<file path="src/rtl/fft_r2_stage_sequencer_pkg.sv">
// Shared definitions for the radix-2 DIF FFT stage sequencer: FSM state
// encodings, default transform size / latency constants, and a width helper.
package fft_r2_stage_sequencer_pkg;

    typedef enum logic [1:0] {
        ST_IDLE  = 2'd0,
        ST_ISSUE = 2'd1,
        ST_DRAIN = 2'd2,
        ST_DONE  = 2'd3
    } seq_state_t;

    localparam int DEF_LOG2N      = 4;
    localparam int DEF_MEM_RD_LAT = 1;
    localparam int DEF_BF_LAT     = 1;

    // Width needed to hold a stage index 0..log2n-1.
    function automatic int stage_width(input int log2n);
        return (log2n > 1) ? $clog2(log2n) : 1;
    endfunction

endpackage

</file>
<file path="src/rtl/fft_r2_stage_sequencer_addr_delay.sv">
// Reset-clearable shift register carrying {valid, addr0, addr1} from the read
// side to the write side. An intermediate tap exposes the valid bit at the
// point where read data reaches the butterfly.
module fft_r2_stage_sequencer_addr_delay #(
    parameter int DEPTH = 2,
    parameter int W     = 9,
    parameter int TAP   = 1
) (
    input  logic         clk,
    input  logic         rst_n,
    input  logic [W-1:0] din,
    output logic         tap_vld,
    output logic [W-1:0] dout
);

    logic [W-1:0] sr_p [DEPTH];

    // Shift one slot per cycle; reset flushes every slot so no stale write survives.
    always_ff @(posedge clk or negedge rst_n) begin
        if (!rst_n) begin
            for (int i = 0; i < DEPTH; i++) sr_p[i] <= '0;
        end else begin
            sr_p[0] <= din;
            for (int i = 1; i < DEPTH; i++) sr_p[i] <= sr_p[i-1];
        end
    end

    assign tap_vld = sr_p[TAP-1][W-1];
    assign dout    = sr_p[DEPTH-1];

endmodule

</file>
<file path="src/rtl/fft_r2_stage_sequencer.sv">
// Radix-2 DIF FFT stage sequencer. Issues one butterfly per cycle per stage
// (read-address pair, twiddle index, enable), drains the memory/butterfly
// pipeline between stages, and produces write-back addresses delayed to line
// up with the butterfly output. Results are left in bit-reversed order.
module fft_r2_stage_sequencer
    import fft_r2_stage_sequencer_pkg::*;
#(
    parameter  int LOG2N      = DEF_LOG2N,
    parameter  int MEM_RD_LAT = DEF_MEM_RD_LAT,
    parameter  int BF_LAT     = DEF_BF_LAT,
    localparam int LAT        = MEM_RD_LAT + BF_LAT,
    localparam int SW         = stage_width(LOG2N)
) (
    input  logic             clk,
    input  logic             rst_n,
    input  logic             start,
    output logic             busy,
    output logic             done,
    output logic [SW-1:0]    stage,
    output logic             rd_en,
    output logic [LOG2N-1:0] rd_addr0,
    output logic [LOG2N-1:0] rd_addr1,
    output logic [LOG2N-2:0] tw_addr,
    output logic             bf_enable,
    output logic             wr_en,
    output logic [LOG2N-1:0] wr_addr0,
    output logic [LOG2N-1:0] wr_addr1
);

    localparam int BW = LOG2N - 1;
    localparam int DW = (LAT > 1) ? $clog2(LAT) : 1;
    localparam int DLW = 2 * LOG2N + 1;

    localparam logic [BW-1:0] B_LAST = '1;
    localparam logic [DW-1:0] D_LAST = DW'(LAT - 1);
    localparam logic [SW-1:0] S_LAST = SW'(LOG2N - 1);

    seq_state_t       state_q, state_nxt;
    logic [BW-1:0]    b_q, b_nxt;
    logic [DW-1:0]    dcnt_q, dcnt_nxt;
    logic [SW-1:0]    stage_q, stage_nxt;
    logic             issue_nxt, drain_nxt;
    logic [LOG2N-1:0] a0_nxt, a1_nxt;
    logic [LOG2N-2:0] tw_nxt;
    logic [DLW-1:0]   dl_out;

    // Distance between the two legs of a butterfly in stage s: N >> (s+1).
    function automatic logic [LOG2N-1:0] span_f(input logic [SW-1:0] s);
        return {{(LOG2N-1){1'b0}}, 1'b1} << (LOG2N - 1 - int'(s));
    endfunction

    // Upper-leg address: block index of b placed above the span bits, offset within block below.
    function automatic logic [LOG2N-1:0] addr0_f(input logic [BW-1:0] b, input logic [SW-1:0] s);
        logic [LOG2N-1:0] be;
        logic [LOG2N-1:0] hi;
        be = LOG2N'(b);
        hi = (be >> (LOG2N - 1 - int'(s))) << (LOG2N - int'(s));
        return hi | (be & (span_f(s) - 1'b1));
    endfunction

    // Twiddle index k = offset-within-block scaled by 2^stage, kept to N/2 entries.
    function automatic logic [LOG2N-2:0] tw_f(input logic [BW-1:0] b, input logic [SW-1:0] s);
        logic [LOG2N-1:0] t;
        t = (LOG2N'(b) & (span_f(s) - 1'b1)) << s;
        return t[LOG2N-2:0];
    endfunction

    // Next-state and counter update; counters are cleared on every state entry.
    always_comb begin
        state_nxt = state_q;
        b_nxt     = b_q;
        dcnt_nxt  = dcnt_q;
        stage_nxt = stage_q;
        case (state_q)
            ST_IDLE: begin
                b_nxt     = '0;
                dcnt_nxt  = '0;
                stage_nxt = '0;
                if (start) state_nxt = ST_ISSUE;
            end
            ST_ISSUE: begin
                if (b_q == B_LAST) begin
                    state_nxt = ST_DRAIN;
                    b_nxt     = '0;
                    dcnt_nxt  = '0;
                end else begin
                    b_nxt = b_q + 1'b1;
                end
            end
            ST_DRAIN: begin
                if (dcnt_q == D_LAST) begin
                    dcnt_nxt = '0;
                    b_nxt    = '0;
                    if (stage_q == S_LAST) begin
                        state_nxt = ST_DONE;
                        stage_nxt = '0;
                    end else begin
                        state_nxt = ST_ISSUE;
                        stage_nxt = stage_q + 1'b1;
                    end
                end else begin
                    dcnt_nxt = dcnt_q + 1'b1;
                end
            end
            ST_DONE: begin
                state_nxt = ST_IDLE;
                b_nxt     = '0;
                dcnt_nxt  = '0;
                stage_nxt = '0;
            end
            default: begin
                state_nxt = ST_IDLE;
                b_nxt     = '0;
                dcnt_nxt  = '0;
                stage_nxt = '0;
            end
        endcase
    end

    // Address/twiddle values for the upcoming cycle, so outputs can be registered.
    always_comb begin
        issue_nxt = (state_nxt == ST_ISSUE);
        drain_nxt = (state_nxt == ST_DRAIN);
        a0_nxt    = addr0_f(b_nxt, stage_nxt);
        a1_nxt    = a0_nxt + span_f(stage_nxt);
        tw_nxt    = tw_f(b_nxt, stage_nxt);
    end

    // State, counters and registered issue-side outputs; reset aborts at once.
    always_ff @(posedge clk or negedge rst_n) begin
        if (!rst_n) begin
            state_q  <= ST_IDLE;
            b_q      <= '0;
            dcnt_q   <= '0;
            stage_q  <= '0;
            busy     <= 1'b0;
            done     <= 1'b0;
            stage    <= '0;
            rd_en    <= 1'b0;
            rd_addr0 <= '0;
            rd_addr1 <= '0;
            tw_addr  <= '0;
        end else begin
            state_q  <= state_nxt;
            b_q      <= b_nxt;
            dcnt_q   <= dcnt_nxt;
            stage_q  <= stage_nxt;
            busy     <= issue_nxt | drain_nxt;
            done     <= (state_nxt == ST_DONE);
            stage    <= stage_nxt;
            rd_en    <= issue_nxt;
            rd_addr0 <= issue_nxt ? a0_nxt : '0;
            rd_addr1 <= issue_nxt ? a1_nxt : '0;
            tw_addr  <= issue_nxt ? tw_nxt : '0;
        end
    end

    fft_r2_stage_sequencer_addr_delay #(
        .DEPTH (LAT),
        .W     (DLW),
        .TAP   (MEM_RD_LAT)
    ) u_addr_delay (
        .clk     (clk),
        .rst_n   (rst_n),
        .din     ({rd_en, rd_addr0, rd_addr1}),
        .tap_vld (bf_enable),
        .dout    (dl_out)
    );

    assign {wr_en, wr_addr0, wr_addr1} = dl_out;

endmodule

</file>
<file path="config.mk">
export PLATFORM = sky130hd
export DESIGN_NAME = fft_r2_stage_sequencer
export DESIGN_NICKNAME = d
export VERILOG_FILES = /design/src/rtl/fft_r2_stage_sequencer_pkg.sv /design/src/rtl/fft_r2_stage_sequencer_addr_delay.sv /design/src/rtl/fft_r2_stage_sequencer.sv
export SDC_FILE = /design/constraint.sdc
export NUM_CORES = 1
export LEC_CHECK = 0
export BUFFER_PORTS_ARGS = -buffer_cell sky130_fd_sc_hd__buf_2
export CAP_MARGIN = 10
export CORE_MARGIN = 2
export CORE_UTILIZATION = 45
export CTS_BUF_LIST = sky130_fd_sc_hd__clkbuf_16
export CTS_CLUSTER_SIZE = 12
export DETAILED_ROUTE_END_ITERATION = 10
export PLACE_DENSITY = 0.66
export SLEW_MARGIN = 20
export SYNTH_ARGS = -nofsm -noshare
export SYNTH_HDL_FRONTEND = slang
export SYNTH_SLANG_ARGS = --single-unit
</file>
<file path="constraint.sdc">
create_clock -name clk -period 7.5 [get_ports clk]
set_input_delay 0.75 -clock clk [delete_from_list [all_inputs] [get_ports clk]]
set_output_delay 0.75 -clock clk [all_outputs]
set_load 0.02 [all_outputs]
</file>
==> results.sh <==
export IMPL_fp_dieW_um=66.6
export IMPL_track_usage=0.148
export IMPL_clkLatencyLatePin_ns=0.28
export IMPL_switching_share=0.358
export IMPL_final_cell_count_no_fill=217
export IMPL_grt_max_degree=41
export IMPL_critPathLaunch="stage_q[0]"
export IMPL_maxCapViolCount=0
export IMPL_detail_route_antenna_nets=0
export IMPL_place_area_mm2=0.00189
export IMPL_antennaDiodeCount=0
export IMPL_crit_family="compound AO/OA/AOI/OAI gates"
export IMPL_path_max_fanout=12
export IMPL_clockBufferDepth=2
export IMPL_peakVddDrop_mv=0.135
export IMPL_cts_buffers=5
export IMPL_power_density_mw_per_mm2=393
export IMPL_overflow=0
export IMPL_dp_cells=210
export IMPL_fin_crit_ns=3.52
export IMPL_drive_gt1_frac=0.266
export IMPL_min_period_over_period=0.469
export IMPL_clkTransAtPathRegs_ns=0.05
export IMPL_ys_async_sr_fraction=1.00
export IMPL_finalSetupViolCount=0
export IMPL_yosys_warnings=0
export IMPL_cts_root_buf="clkbuf_16"
export IMPL_hold_buffers=0
export IMPL_crit_chain="ha_1 > mux2_1 > a22o_4 > ha_1 > inv_1 > xnor2_1 > a32o_1 > ha_1 > nand3_1 > a31o_2 > a211oi_1 > a2111oi_2 > mux2i_1"
export IMPL_rsz0062_at_grt="false"
export IMPL_synth_xor_xnor_area_share=0.0291
export IMPL_area_delta_synth_final_pct=14.5
export IMPL_num_rows=22
export IMPL_via_count=1111
export IMPL_r2r_slack_ns=3.98
export IMPL_synth_top_family_by_area="compound AO/OA/AOI/OAI gates"
export IMPL_synth_fa_ha_area_frac=0.0781
export IMPL_start_kind="flip-flop"
export IMPL_dr_pass1_iters=4
export IMPL_rr_endpoint="rd_addr1[3]"
export IMPL_port_buffers=28
export IMPL_pwr_share_clk=0.243
export IMPL_relSlewSlack=0.436
export IMPL_pwr_share_seq=0.398
export IMPL_regArea_mm2=0.00100
export IMPL_endpoint_kind="flip-flop"
export IMPL_synthSimpleGateAreaFrac=0.121
export IMPL_design_area_mm2=0.00202
export IMPL_synth_flop_cell="dfrtp_1"
export IMPL_fin_tns_setup_ns=0
export IMPL_endpoint="rd_addr1[3]"
export IMPL_timing_fmax_mhz=284
export IMPL_whs_path_depth=0
export IMPL_wirelength_um=2920
export IMPL_grt_pass1_vias=1015
export IMPL_syn_inst=146
export IMPL_internal_power_uw=509
export IMPL_p_sw_uw=284
export IMPL_hold_viol_final=0
export IMPL_syn_avg_cell_area_um2=12.1
export IMPL_die_h_um=66.6
export IMPL_cpMostUsedCell="ha_1"
export IMPL_p_leak_uw=0.00102
export IMPL_syn_area_mm2=0.00176
export IMPL_antenna_found_initial=0
export IMPL_critical_path_buf_inv_count=1
export IMPL_avgRoutedWirePerCell_um=13.4
export IMPL_via_per_inst=5.12
export IMPL_clock_sinks=40
export IMPL_cts_tree="done"
export IMPL_worstSetupPathType="reg -> reg"
export IMPL_drcViolationCount=0
export IMPL_ys_ff_latch=40
export IMPL_synth_compound_gate_area_share=0.124
export IMPL_gp_congestion=0.716
export IMPL_worst_pin_slew_ns=0.846
export IMPL_fin_worst_skew_ns=0.00212
export IMPL_multi_input_area_um2=642
export IMPL_final_core_util=0.543
export IMPL_critPathArrivalTime_ns=3.67
export IMPL_drt_iter0_markers=98
export IMPL_num_nets_final=183
export IMPL_cp_depth=13
export IMPL_reg2reg_from="stage_q[0]"
export IMPL_power_frac_comb=0.359
export IMPL_dp_hpwl_um=2100
export IMPL_start_util=0.474
export IMPL_h_tree_depth=2
export IMPL_cp_required_ns=7.65
export IMPL_nFillCells=311
export IMPL_worstHoldPathType="reg -> reg"
export IMPL_run_status="finished, final reports clean"
export IMPL_dieArea_mm2=0.00443
export IMPL_synth_mux_area_frac=0.0121
export IMPL_seq_area_frac_synth=0.568
export IMPL_core_region_area_mm2=0.00372
export IMPL_synth_fp_nets=160
export IMPL_cts_repair_resized=0
export IMPL_cpPeakStageDelay_ns=0.43
export IMPL_ios=29
export IMPL_synth_edff_count=0
export IMPL_ys_types=39
export IMPL_cts_setup_buffers=0
export IMPL_finalMaxSlewViolations=0
export IMPL_grt_pass1_wl_um=4730
export IMPL_slowest_stage="dfrtp_1"
export IMPL_rr_worst_depth=13
## per-stage QoR
stage	hold WS [ns]	setup WS, ns	power [uW]
after global routing	0.355	3.75	853
after detailed placement	0.337	4.00	607
after CTS	0.347	3.98	803
after global placement	0.333	4.11	601
final	0.346	3.98	793
after floorplan	0.331	4.00	531
## power by group through the flow
stage / combinational [uW] / sequential, uW / clock [uW]
after floorplan: 177 / 354 / 0
after CTS: 287 / 317 / 198
final: 285 / 316 / 193
after global placement: 283 / 318 / 0
after global routing: 318 / 326 / 208
after detailed placement: 286 / 321 / 0
## cells in the final DEF (no fill, tap or decap), types with 2 or more instances in the layout
master	n
dfrtp_1	40
buf_2	28
ha_1	11
a21oi_1	10
inv_1	9
nor2_1	7
nand2_1	5
and2_1	5
o21ai_0	5
clkbuf_16	5
nor2b_1	4
nand3_1	4
xnor2_1	4
nor3_1	3
nor4_1	3
a32oi_1	2
a31o_2	2
## how the worst min path moves through the flow
stage                                      end  slack, ns                  start
after floorplan           u_addr_delay.dout[0]       0.33   u_addr_delay.sr_p[9]
after global placement    u_addr_delay.dout[3]       0.33  u_addr_delay.sr_p[12]
after detailed placement  u_addr_delay.dout[1]       0.34  u_addr_delay.sr_p[10]
after CTS                 u_addr_delay.dout[6]       0.35  u_addr_delay.sr_p[15]
after global routing      u_addr_delay.dout[7]       0.35  u_addr_delay.sr_p[16]
final                     u_addr_delay.dout[6]       0.35  u_addr_delay.sr_p[15]
## layout make-up
type	count	area share
Sequential cell	40	0.496
Clock buffer	5	0.0620
Timing Repair Buffer	28	0.0694
Tap cell	48	0.0297
Multi-Input combinational cell	84	0.318
Clock inverter	2	0.00434
Inverter	10	0.0211
## Yosys cell counts (2+ instances only)
cell type / count / area share
nor3_1: 3 / 0.0085
a31o_2: 2 / 0.0099
nor2b_1: 4 / 0.014
nor4_1: 3 / 0.011
ha_1: 11 / 0.078
a32oi_1: 2 / 0.0099
a21oi_1: 10 / 0.028
xnor2_1: 4 / 0.020
nand3_1: 4 / 0.011
buf_2: 2 / 0.0057
and2_1: 5 / 0.018
clkbuf_1: 2 / 0.0043
o21ai_0: 5 / 0.014
nand2_1: 5 / 0.011
nor2_1: 7 / 0.015
inv_1: 8 / 0.017
dfrtp_1: 40 / 0.57
buf_4: 8 / 0.034
## routing by layer
layer  wire length (um)  up-vias  part of all wire  GRT usage
met5                  0        -                 0          0
met4                 46        0             0.016     0.0612
met3                184        4             0.063     0.0541
met2               1350       30              0.46      0.226
met1               1340      536              0.46      0.189
li1                   -      541                 -          -
## registers in the layout, summed over array words and instances, names as in the netlist, 2 cells and up
name / flops
u_addr_delay.dout: 9
u_addr_delay.sr_p: 8
rd_addr0: 4
rd_addr1: 4
b_q: 3
tw_addr: 3
stage_q: 2
state_q: 2
## logic make-up (layout without fill, tap and decap cells)
logic type,Yosys count,count (layout)
buffers and inverters,22,45
adder cells (fa/ha/maj),11,11
AO/OA/AOI/OAI,29,29
flip-flops,40,40
multiplexers,2,2
XOR/XNOR,5,5
AND/OR/NAND/NOR,37,37
No activity file was read; power rests on OpenSTA's default activity.
